`config.mk`:
```
export PLATFORM = sky130hd
export DESIGN_NAME = isqrt_seq
export DESIGN_NICKNAME = d
export VERILOG_FILES = /design/src/rtl/isqrt_seq.sv
export SDC_FILE = /design/constraint.sdc
export NUM_CORES = 1
export LEC_CHECK = 0
export BUFFER_PORTS_ARGS = -buffer_cell sky130_fd_sc_hd__buf_4
export CORE_UTILIZATION = 30
export DETAILED_ROUTE_END_ITERATION = 10
export GPL_ROUTABILITY_DRIVEN = 0
export GPL_TIMING_DRIVEN = 0
export SYNTH_ARGS = -nofsm -noshare
export SYNTH_HDL_FRONTEND = slang
export SYNTH_SLANG_ARGS = --single-unit
```
`constraint.sdc`:
```
create_clock -name clk -period 2.12 [get_ports clk]
set_input_delay 0.212 -clock clk [delete_from_list [all_inputs] [get_ports clk]]
set_output_delay 0.212 -clock clk [all_outputs]
set_load 0.01 [all_outputs]
```
`src/rtl/isqrt_seq.sv`:
```
// isqrt_seq: sequential integer square root, one root bit per clock,
// using restoring digit-by-digit extraction.
// Optional output 'exact' (perfect-square flag) is built when the macro
// ISQRT_SEQ_EXACT_EN is defined.
module isqrt_seq #(
    parameter int unsigned WIDTH = 6
) (
    input  logic                 clk,
    input  logic                 rst,
    input  logic                 start,
    input  logic [WIDTH-1:0]     din,
    output logic                 busy,
    output logic                 done,
    output logic [WIDTH/2-1:0]   root,
    output logic [WIDTH/2:0]     rem
`ifdef ISQRT_SEQ_EXACT_EN
    ,
    output logic                 exact
`endif
);

    localparam int unsigned HW = WIDTH / 2;
    localparam int unsigned RW = HW + 2;
    localparam int unsigned CW = (HW > 1) ? $clog2(HW) : 1;

    localparam logic [1:0] IDLE = 2'd0;
    localparam logic [1:0] CALC = 2'd1;
    localparam logic [1:0] DONE = 2'd2;

    logic [1:0]       state;
    logic [1:0]       state_n;
    logic [WIDTH-1:0] opnd;
    logic [HW-1:0]    prt;
    logic [RW-1:0]    trem;
    logic [CW-1:0]    cnt;

    logic             load;
    logic             last;
    logic [RW-1:0]    trial;
    logic [RW-1:0]    cmp;
    logic             ge;
    logic [RW-1:0]    trem_n;
    logic [HW-1:0]    prt_n;

    // State register
    always_ff @(posedge clk or posedge rst) begin
        if (rst) begin
            state <= IDLE;
        end else begin
            state <= state_n;
        end
    end

    // Next-state logic; a request is only taken outside CALC
    always_comb begin
        state_n = state;
        load    = 1'b0;
        last    = 1'b0;
        case (state)
            IDLE: begin
                if (start) begin
                    load    = 1'b1;
                    state_n = CALC;
                end
            end
            CALC: begin
                if (cnt == '0) begin
                    last    = 1'b1;
                    state_n = DONE;
                end
            end
            DONE: begin
                if (start) begin
                    load    = 1'b1;
                    state_n = CALC;
                end else begin
                    state_n = IDLE;
                end
            end
            default: begin
                state_n = IDLE;
            end
        endcase
    end

    // One restoring step: bring down two operand bits, try subtracting 4r+1
    always_comb begin
        trial  = (trem << 2) | RW'(opnd[WIDTH-1 -: 2]);
        cmp    = {prt, 2'b01};
        ge     = (trial >= cmp);
        trem_n = ge ? (trial - cmp) : trial;
        prt_n  = HW'({prt, ge});
    end

    // Status flags track the state being entered so they are flop outputs
    always_ff @(posedge clk or posedge rst) begin
        if (rst) begin
            busy <= 1'b0;
            done <= 1'b0;
        end else begin
            busy <= (state_n == CALC);
            done <= (state_n == DONE);
        end
    end

    // Iteration datapath: operand shifter, partial root, trial remainder, counter
    always_ff @(posedge clk or posedge rst) begin
        if (rst) begin
            opnd <= '0;
            prt  <= '0;
            trem <= '0;
            cnt  <= '0;
        end else if (load) begin
            opnd <= din;
            prt  <= '0;
            trem <= '0;
            cnt  <= CW'(HW - 1);
        end else if (state == CALC) begin
            opnd <= opnd << 2;
            prt  <= prt_n;
            trem <= trem_n;
            cnt  <= cnt - CW'(1);
        end
    end

    // Result registers only update on the final step and hold otherwise
    always_ff @(posedge clk or posedge rst) begin
        if (rst) begin
            root <= '0;
            rem  <= '0;
        end else if (last) begin
            root <= prt_n;
            rem  <= trem_n[HW:0];
        end
    end

`ifdef ISQRT_SEQ_EXACT_EN
    // Perfect-square flag, registered alongside root/rem
    always_ff @(posedge clk or posedge rst) begin
        if (rst) begin
            exact <= 1'b0;
        end else if (last) begin
            exact <= (trem_n[HW:0] == '0);
        end
    end
`endif

endmodule

```
==> Word level (Yosys, flattened, before mapping) <==
Index checks and enable logic that the tools add are counted.
{ "totals": {"n_memories": 0, "ram_bits": 0, "output_inout_bits": 9, "latchBits": 0, "inputBits": 9, "register_bits": 25, "mem_bits_ro": 0, "elab_cells": 38} }
{ "classes": {"multipliers": 0, "n_lt_le_gt_ge": 1, "n_addsub": 2, "div": 0, "eq_ne": 4, "shifts": 0, "reduce_logical": 4, "bitwise": 1, "mux": 17} }
{ "op_table": {"columns": ["cell", "count"], "rows": [
  ["two-way mux 3 bit", 4],
  ["two-way mux 6 bit", 2],
  ["two-way mux 2 bit", 4],
  ["case mux 2 bit (3 select lines)", 1],
  ["greater-or-equal comparator 5 bit", 1],
  ["two-way mux 1 bit", 5],
  ["OR 5 x 2 -> 5 bit", 1],
  ["== test 2 x 1 -> 1 bit, second input constant", 2],
  ["== test 2 bit, second input constant", 2],
  ["zero test 2 bit", 2],
  ["two-way mux 4 bit", 1],
  ["subtractor 4 bit", 1],
  ["nonzero test 2 bit", 1],
  ["OR reduction 2 bit", 1],
  ["subtractor 2 x 1 -> 2 bit, second input constant", 1]
]} }

==> Depth between registers and ports, before layout <==
Gate-level depths: netlist of run 1.
{ "logic_depth": {"word_depth": 5, "ltp_mapped": 7, "ltp_nobuf": 7} }

==> Worst setup path before layout of run 1 <==
Ideal clock, no wire load.
{ "synth_path": {"path_type": "register to register", "from": "reg opnd[5]", "to": "reg trem[1]", "slack_ns": 0.343, "period_less_slack_ns": 1.777, "setup_ns": 0.083, "path_buffers": 0, "t_required_ns": 2.037, "arrival_ns": 1.694, "stages_incl_launch_ff": 8, "path_cell_list": "dfrtp_1 -> inv_1 -> ha_1 -> nor4_2 -> o21bai_2 -> a21oi_4 -> mux2_4 -> o21ai_0"} }
{ "synth_between": {"elab_chain_cells": 5, "elab_cells_between_ends": 6, "cone_classes": "add/sub: 1; order compare: 1; mux: 3; bitwise: 1"} }
{ "synth_lines": {"columns": ["item", "line", "text"], "rows": [
  ["from (decl)", "32", "logic [WIDTH-1:0] opnd;"],
  ["from (signal assigned)", "114", "opnd <= din;"],
  ["from (signal assigned)", "119", "opnd <= opnd << 2;"],
  ["OR 5 x 2 -> 5 bit *", "88", "trial = (trem << 2) | RW'(opnd[WIDTH-1 -: 2]);"],
  ["subtractor 4 bit / greater-or-equal comparator 5 bit (equally long branches)", "91, 90", null],
  ["two-way mux 4 bit *", "91", "trem_n = ge ? (trial - cmp) : trial;"],
  ["two-way mux 3 bit *", "118", "end else if (state == CALC) begin"],
  ["two-way mux 3 bit *", "113", "end else if (load) begin"],
  ["to (signal assigned)", "121", "trem <= trem_n;"],
  ["to (decl)", "34", "logic [RW-1:0] trem;"]
]} }
Mark *: on every way between the ends. The rest lies on a longest branch, timed or not. The select of a mux whose other input is x is not followed.
A chain may end at the register's enable or synchronous reset.

==> Worst setup path after layout of run 1 <==
{ "layout_path": {"from": "reg opnd[5]", "to": "reg rem[1]"} }
{ "layout_between": {"elab_chain_cells": 3, "elab_cells_between_ends": 4, "cone_classes": "add/sub: 1; order compare: 1; mux: 1; bitwise: 1"} }
{ "layout_lines": {"columns": ["item", "line", "text"], "rows": [
  ["OR 5 x 2 -> 5 bit *", "88", null],
  ["subtractor 4 bit / greater-or-equal comparator 5 bit (equally long branches)", "91, 90", null],
  ["two-way mux 4 bit *", "91", null],
  ["to (signal assigned)", "133", "rem <= trem_n[HW:0];"],
  ["to (decl)", "15", "output logic [WIDTH/2:0] rem"]
]} }
Mark *: on every way between the ends. The rest lies on a longest branch, timed or not.

==> results.json, run 1 <==
{
  "vias": 860,
  "ctsHoldBuffers": 0,
  "nNetsFinal": 145,
  "cts_made_buffers": 3,
  "antenna_found_initial": 0,
  "drv_slew": 0,
  "postCtsSetupBuffers": 0,
  "fmax_mhz": 499.9,
  "coreArea_um2": 3661,
  "portBuffers": 17,
  "num-fill-cells": 366,
  "firstDrtPassIters": 5,
  "diodes": 0,
  "r2r.worst_path.cells": 7,
  "ios": 18,
  "drc": 0,
  "cts_resized": 0,
  "grt_pass1_wl_um": 3877,
  "crit_family": "compound AO/OA/AOI/OAI gates",
  "tightest_slew_ns": 0.9422,
  "avgSynthCellArea_um2": 10.59,
  "grt_max_degree": 26,
  "gr-total-overflow": 0,
  "fin_worst_skew_ns": 0.004688,
  "fin_crit_sh_pct": 94.36,
  "hold_slack_ns": 0.1554,
  "setup_tns_ns": 0,
  "powerDensity_nw_per_um2": 1698,
  "r2r-end": "rem[1]$_DFFE_PP0P_",
  "slowest_stage": "dfrtp_1",
  "syn-num-nets": 123,
  "die_area_um2": 4063,
  "grt_use_total_pct": 12.49,
  "dp_hpwl_um": 1729,
  "clk_latency_ns": 0.27,
  "wl_per_cell_um": 13.05,
  "drtIter0Drc": 32,
  "die_h_um": 63.74,
  "finalWirelength_um": 2310,
  "power.leakage_nw": 0.6624,
  "yosys.area.top_type_share_pct": 54.70,
  "clkTransAtPathRegs_ns": 0.09,
  "final_antenna_net_count": 0,
  "cp_max_fo": 6,
  "die_x_um": 63.74,
  "critical_path.endpoint": "rem[1]$_DFFE_PP0P_",
  "rrSetupSlack_ns": 0.12,
  "fin_crit_ns": 2.000,
  "cts_buffer_depth": 2,
  "root_buffer": "clkbuf_8",
  "syn2layout_area_growth_pct": 20.35,
  "drive_gt1_share_pct": 20.16,
  "syn-cell-area_um2": 1144,
  "finalSetupViolations": 0,
  "timing.rr.start": "opnd[5]$_DFFE_PP0P_",
  "grt_pass1_vias": 849,
  "worst_setup_path_start_kind": "register",
  "synthCells": 108,
  "crit_required_ns": 2.31,
  "maxCapViolations": 0,
  "ys_seq_area_share_pct": 54.70,
  "path_cells": "inv_1 > ha_1 > nor4_2 > o21bai_2 > a21oi_4 > mux2_4 > o21ai_0",
  "hold_viol_final": 0,
  "cp_num_buf_inv": 1,
  "crit_type": "register to register",
  "slew_headroom_pct": 37.12,
  "end_kind": "register",
  "yosysTopAreaCell": "dfrtp_1",
  "slowest_delay_ns": 0.42,
  "hp-class": "input port to asynchronous set/reset pin",
  "peakVddDrop_mv": 0.5868,
  "rsz0062_at_grt": "no",
  "synth.yosys.warnings": 0,
  "yosys.cell_types.count": 26,
  "cts_tree": "built",
  "avgViaCountPerCell": 4.859,
  "h-tree-depth": 1,
  "synth_area_leaders": "dfrtp_1 55%, ha_1 6.6%, o21ai_0 3.9%",
  "critPathLaunch": "opnd[5]$_DFFE_PP0P_",
  "cts_sinks": 25,
  "synth_seq_cells": 25,
  "run_status": "finished clean",
  "critical_path_depth": 7,
  "initial_core_util_pct": 31.24,
  "num_rows": 22,
  "cp.arrival_ns": 2.19
}
[power by group]
| part | internal, mW | switching (mW) |
|---|---|---|
| sequential | 0.695 | 0.131 |
| combinational | 0.558 | 0.673 |
| clock | 0.134 | 0.146 |
[through the flow]
stage,cells,total power [mW],cell area (um^2),utilization [%],worst slack (ns)
after floorplan,108,1.717,1144,-,0.3432
after global placement,173,2.012,1331,36.36,0.2021
after global routing,177,2.528,1376,37.59,0.02611
after CTS,177,2.358,1376,37.59,0.1141
final,177,2.338,1376,37.59,0.1196
after detailed placement,173,2.079,1331,36.36,0.1529
[cell families (layout without fill, tap and decap cells)]
family / after synthesis / after routing / share of synthesized area (%)
AOI/OAI and AO/OA: 30 / 30 / 16.52
xor gates and xnor gates: 3 / 3 / 2.298
adders and majority gates: 6 / 6 / 6.564
DFF: 25 / 25 / 54.70
muxes: 5 / 5 / 4.923
buffers and inverters: 13 / 34 / 4.377
and+or+nand+nor: 26 / 26 / 10.61
[synthesized netlist by cell type]
cell and instances:
inv_1 10, dfrtp_1 25, a211oi_1 1, nand2b_1 2
o21ai_1 5, mux2_2 1, nor3b_1 1, mux2_4 1
nor2b_1 2, o21a_1 1, o21bai_2 1, o22ai_1 6
buf_2 1, nor2_1 7, nor4_2 1, clkbuf_1 2
nor3_1 1, xnor2_1 3, a21oi_4 1, a31oi_1 1
ha_1 6, o21ai_0 9, mux2i_1 3, nand2_1 12
a21oi_1 3, a22o_1 2
[per-layer routing]
metal / share of wire (%) / routed length [um] / global-route usage (%) / vias to the layer above
met2: 49 / 1128 / 21.68 / 22
met1: 46 / 1059 / 15.19 / 417
met3: 3.8 / 88 / 3.750 / 10
met4: 1.5 / 34 / 2.557 / 0
li1: - / - / - / 411
met5: 0 / 0 / 0 / -
[flip-flops by register name, summed over array words and instances, names as in the netlist]
signal and cells:
prt 3, cnt 2, trem 3, state 2, root 3, busy 1
done 1, opnd 6, rem 4
[worst min path at each step]
| stage | slack (ns) | endpoint | depth (start not counted) | startpoint |
|---|---|---|---|---|
| after floorplan | 0.24 | busy$_DFF_PP0_ | 1 | rst |
| after global placement | 0.44 | opnd[1]$_DFFE_PP0P_ | 2 | din[1] |
| after detailed placement | 0.44 | opnd[1]$_DFFE_PP0P_ | 2 | din[1] |
| after CTS | 0.16 | opnd[1]$_DFFE_PP0P_ | 2 | din[1] |
| after global routing | 0.16 | opnd[1]$_DFFE_PP0P_ | 2 | din[1] |
| final | 0.16 | done$_DFF_PP0_ | 2 | rst |
[layout by cell type, fill, tap and decap left out, types with 2 or more instances in the layout]
master and instances:
a22o_1 2, o21ai_1 5, clkbuf_1 3, xnor2_1 3, clkbuf_8 3, dfrtp_1 25, mux2i_1 3, ha_1 6
inv_1 10, nor2_1 7, a21oi_1 3, buf_4 17, nand2b_1 2, o22ai_1 6, o21ai_0 9, nand2_1 12
nor2b_1 2
[cell type report]
class	instances	area [um^2]	area share, %
plain buffers	3	12.51	0.9091
flip-flops and latches	25	625.6	45.45
multi-input cells	70	467.9	34.00
inverters	10	37.54	2.727
repair buffers	17	127.6	9.273
well taps	48	60.06	4.364
clock buffers	4	45.04	3.273
No activity file was read; power rests on OpenSTA's default activity.
==> run 2: changes to the inputs <==
- CORE_MARGIN: unset -> 3
==> results.json, run 2 (same netlist as run 1, synthesis figures left out) <==
{
  "rsz0062_at_grt": "no",
  "fin_crit_sh_pct": 92.24,
  "dp_hpwl_um": 1756,
  "firstDrtPassIters": 4,
  "path_cells": "inv_1 > ha_1 > nor4_2 > o21bai_2 > a21oi_4 > mux2_4 > o21ai_0",
  "finalSetupViolations": 0,
  "powerDensity_nw_per_um2": 1737,
  "wl_met1_um": 1038,
  "crit_required_ns": 2.31,
  "die_x_um": 67.74,
  "die_h_um": 67.74,
  "grt_use_total_pct": 11.73,
  "worst_setup_path_start_kind": "register",
  "grt_pass1_vias": 946,
  "largest_reg_flops": 6,
  "route.top_layer_used": "met4",
  "antenna_found_initial": 0,
  "num-fill-cells": 340,
  "coreArea_um2": 3495,
  "fmax_mhz": 511.4,
  "drive_gt1_share_pct": 22.73,
  "cts_tree": "built",
  "num_rows": 21,
  "end_kind": "register",
  "gr-total-overflow": 0,
  "avgViaCountPerCell": 4.803,
  "clk_latency_ns": 0.27,
  "cp.arrival_ns": 2.15,
  "fin_crit_ns": 1.956,
  "grt_max_degree": 26,
  "nNetsFinal": 148,
  "finalWirelength_um": 2333,
  "slew_headroom_pct": 36.44,
  "hp-class": "input port to asynchronous set/reset pin",
  "cts_made_buffers": 3,
  "final_core_util_pct": 39.99,
  "cts_sinks": 25,
  "vias": 855,
  "regMostFlops": "opnd",
  "setup_tns_ns": 0,
  "wl_per_cell_um": 13.11,
  "peakVddDrop_mv": 0.8777,
  "clkTransAtPathRegs_ns": 0.09,
  "syn2layout_area_growth_pct": 22.21,
  "crit_type": "register to register",
  "diodes": 0,
  "slowest_stage": "dfrtp_1",
  "drc": 0,
  "grt_pass1_wl_um": 4064,
  "reg_top3": "opnd: 6 flops, rem: 4 flops",
  "dr_wl_met3_um": 108,
  "drv_slew": 0,
  "slowest_delay_ns": 0.42,
  "root_buffer": "clkbuf_8",
  "cts_buffer_depth": 2,
  "drtIter0Drc": 32,
  "cts_resized": 0,
  "final_antenna_net_count": 0,
  "layout_common_cells": "25 x dfrtp_1, 20 x buf_4, 12 x nand2_1, 10 x inv_1, 9 x o21ai_0",
  "ios": 18,
  "cp_max_fo": 5,
  "wl_met2_um": 1181,
  "final_common_cell": "dfrtp_1",
  "fin_worst_skew_ns": 0.008414,
  "hold_viol_final": 0,
  "maxCapViolations": 0,
  "dpl-instance-area_um2": 1329,
  "initial_core_util_pct": 32.72,
  "portBuffers": 17,
  "run_status": "finished clean",
  "final_area_um2": 1398,
  "tightest_slew_ns": 0.9524,
  "power.leakage_nw": 0.6795,
  "hold_slack_ns": 0.1501,
  "h-tree-depth": 1,
  "die_area_um2": 4589
}
==> run 2: cell types whose count changed in the layout (fill, tap and decap cells not counted), sizes merged <==
cell	change
buf	+3
clkinv	+1
clkbuf	-1
==> run 2: metal layers <==
metal	track usage, %	vias up
li1	-	418
met1	13.77	409
met2	21.75	26
met3	3.328	2
met4	1.013	0
met5	0	-
==> run 2: final cells by class <==
class | instances | area, um^2 | share of cell area [%]
Buffer | 3 | 12.51 | 0.8953
Clock buffer | 3 | 41.29 | 2.954
Clock inverter | 1 | 5.005 | 0.3581
Inverter | 10 | 37.54 | 2.686
Multi-Input combinational cell | 70 | 467.9 | 33.48
Sequential cell | 25 | 625.6 | 44.76
Tap cell | 46 | 57.56 | 4.118
Timing Repair Buffer | 20 | 150.1 | 10.74
==> run 2: what timing repair did <==
action                                 CTS  global route
endpoints found under the hold margin    0             0
hold buffers                             0             0
setup endpoints to repair                0             3
setup buffers                            0             3
==> run 2: worst paths after layout <==
check | start | endpoint | slack (ns) | cells past startpoint
min reg2reg | root[2]$_DFFE_PP0P_ | root[2]$_DFFE_PP0P_ | 0.49 | 2
max reg2reg | opnd[5]$_DFFE_PP0P_ | trem[1]$_DFFE_PP0P_ | 0.16 | 7
min in group clk | din[1] | opnd[1]$_DFFE_PP0P_ | 0.17 | 2
min | rst | root[1]$_DFFE_PP0P_ | 0.15 | 2
max | opnd[5]$_DFFE_PP0P_ | trem[1]$_DFFE_PP0P_ | 0.16 | 7
max in group asynchronous | rst | trem[0]$_DFFE_PP0P_ | 1.38 | 2
==> run 2: worst max-delay path, delay by kind of cell (launching register included) <==
| family | cells | cell delay (ns) |
|---|---|---|
| multiplexers | 1 | 0.33 |
| AO/OA/AOI/OAI | 3 | 0.51 |
| buffers and inverters | 1 | 0.11 |
| flip-flops | 1 | 0.42 |
| adder cells (fa/ha/maj) | 1 | 0.20 |
| AND/OR/NAND/NOR | 1 | 0.30 |
==> run 2: where the power goes <==
part | switching [mW] | total, mW | internal [mW]
sequential | 0.132 | 0.827 | 0.695
combinational | 0.687 | 1.32 | 0.630
clock | 0.152 | 0.283 | 0.131
total | 0.970 | 2.43 | 1.46
==> run 2: through the flow <==
step	worst slack, ns	std cells	power (mW)
after detailed placement	0.1214	171	2.078
after floorplan	0.3432	108	1.717
after CTS	0.1027	175	2.370
after global placement	0.2080	171	2.014
after global routing	0.03574	178	2.645
final	0.1644	178	2.427
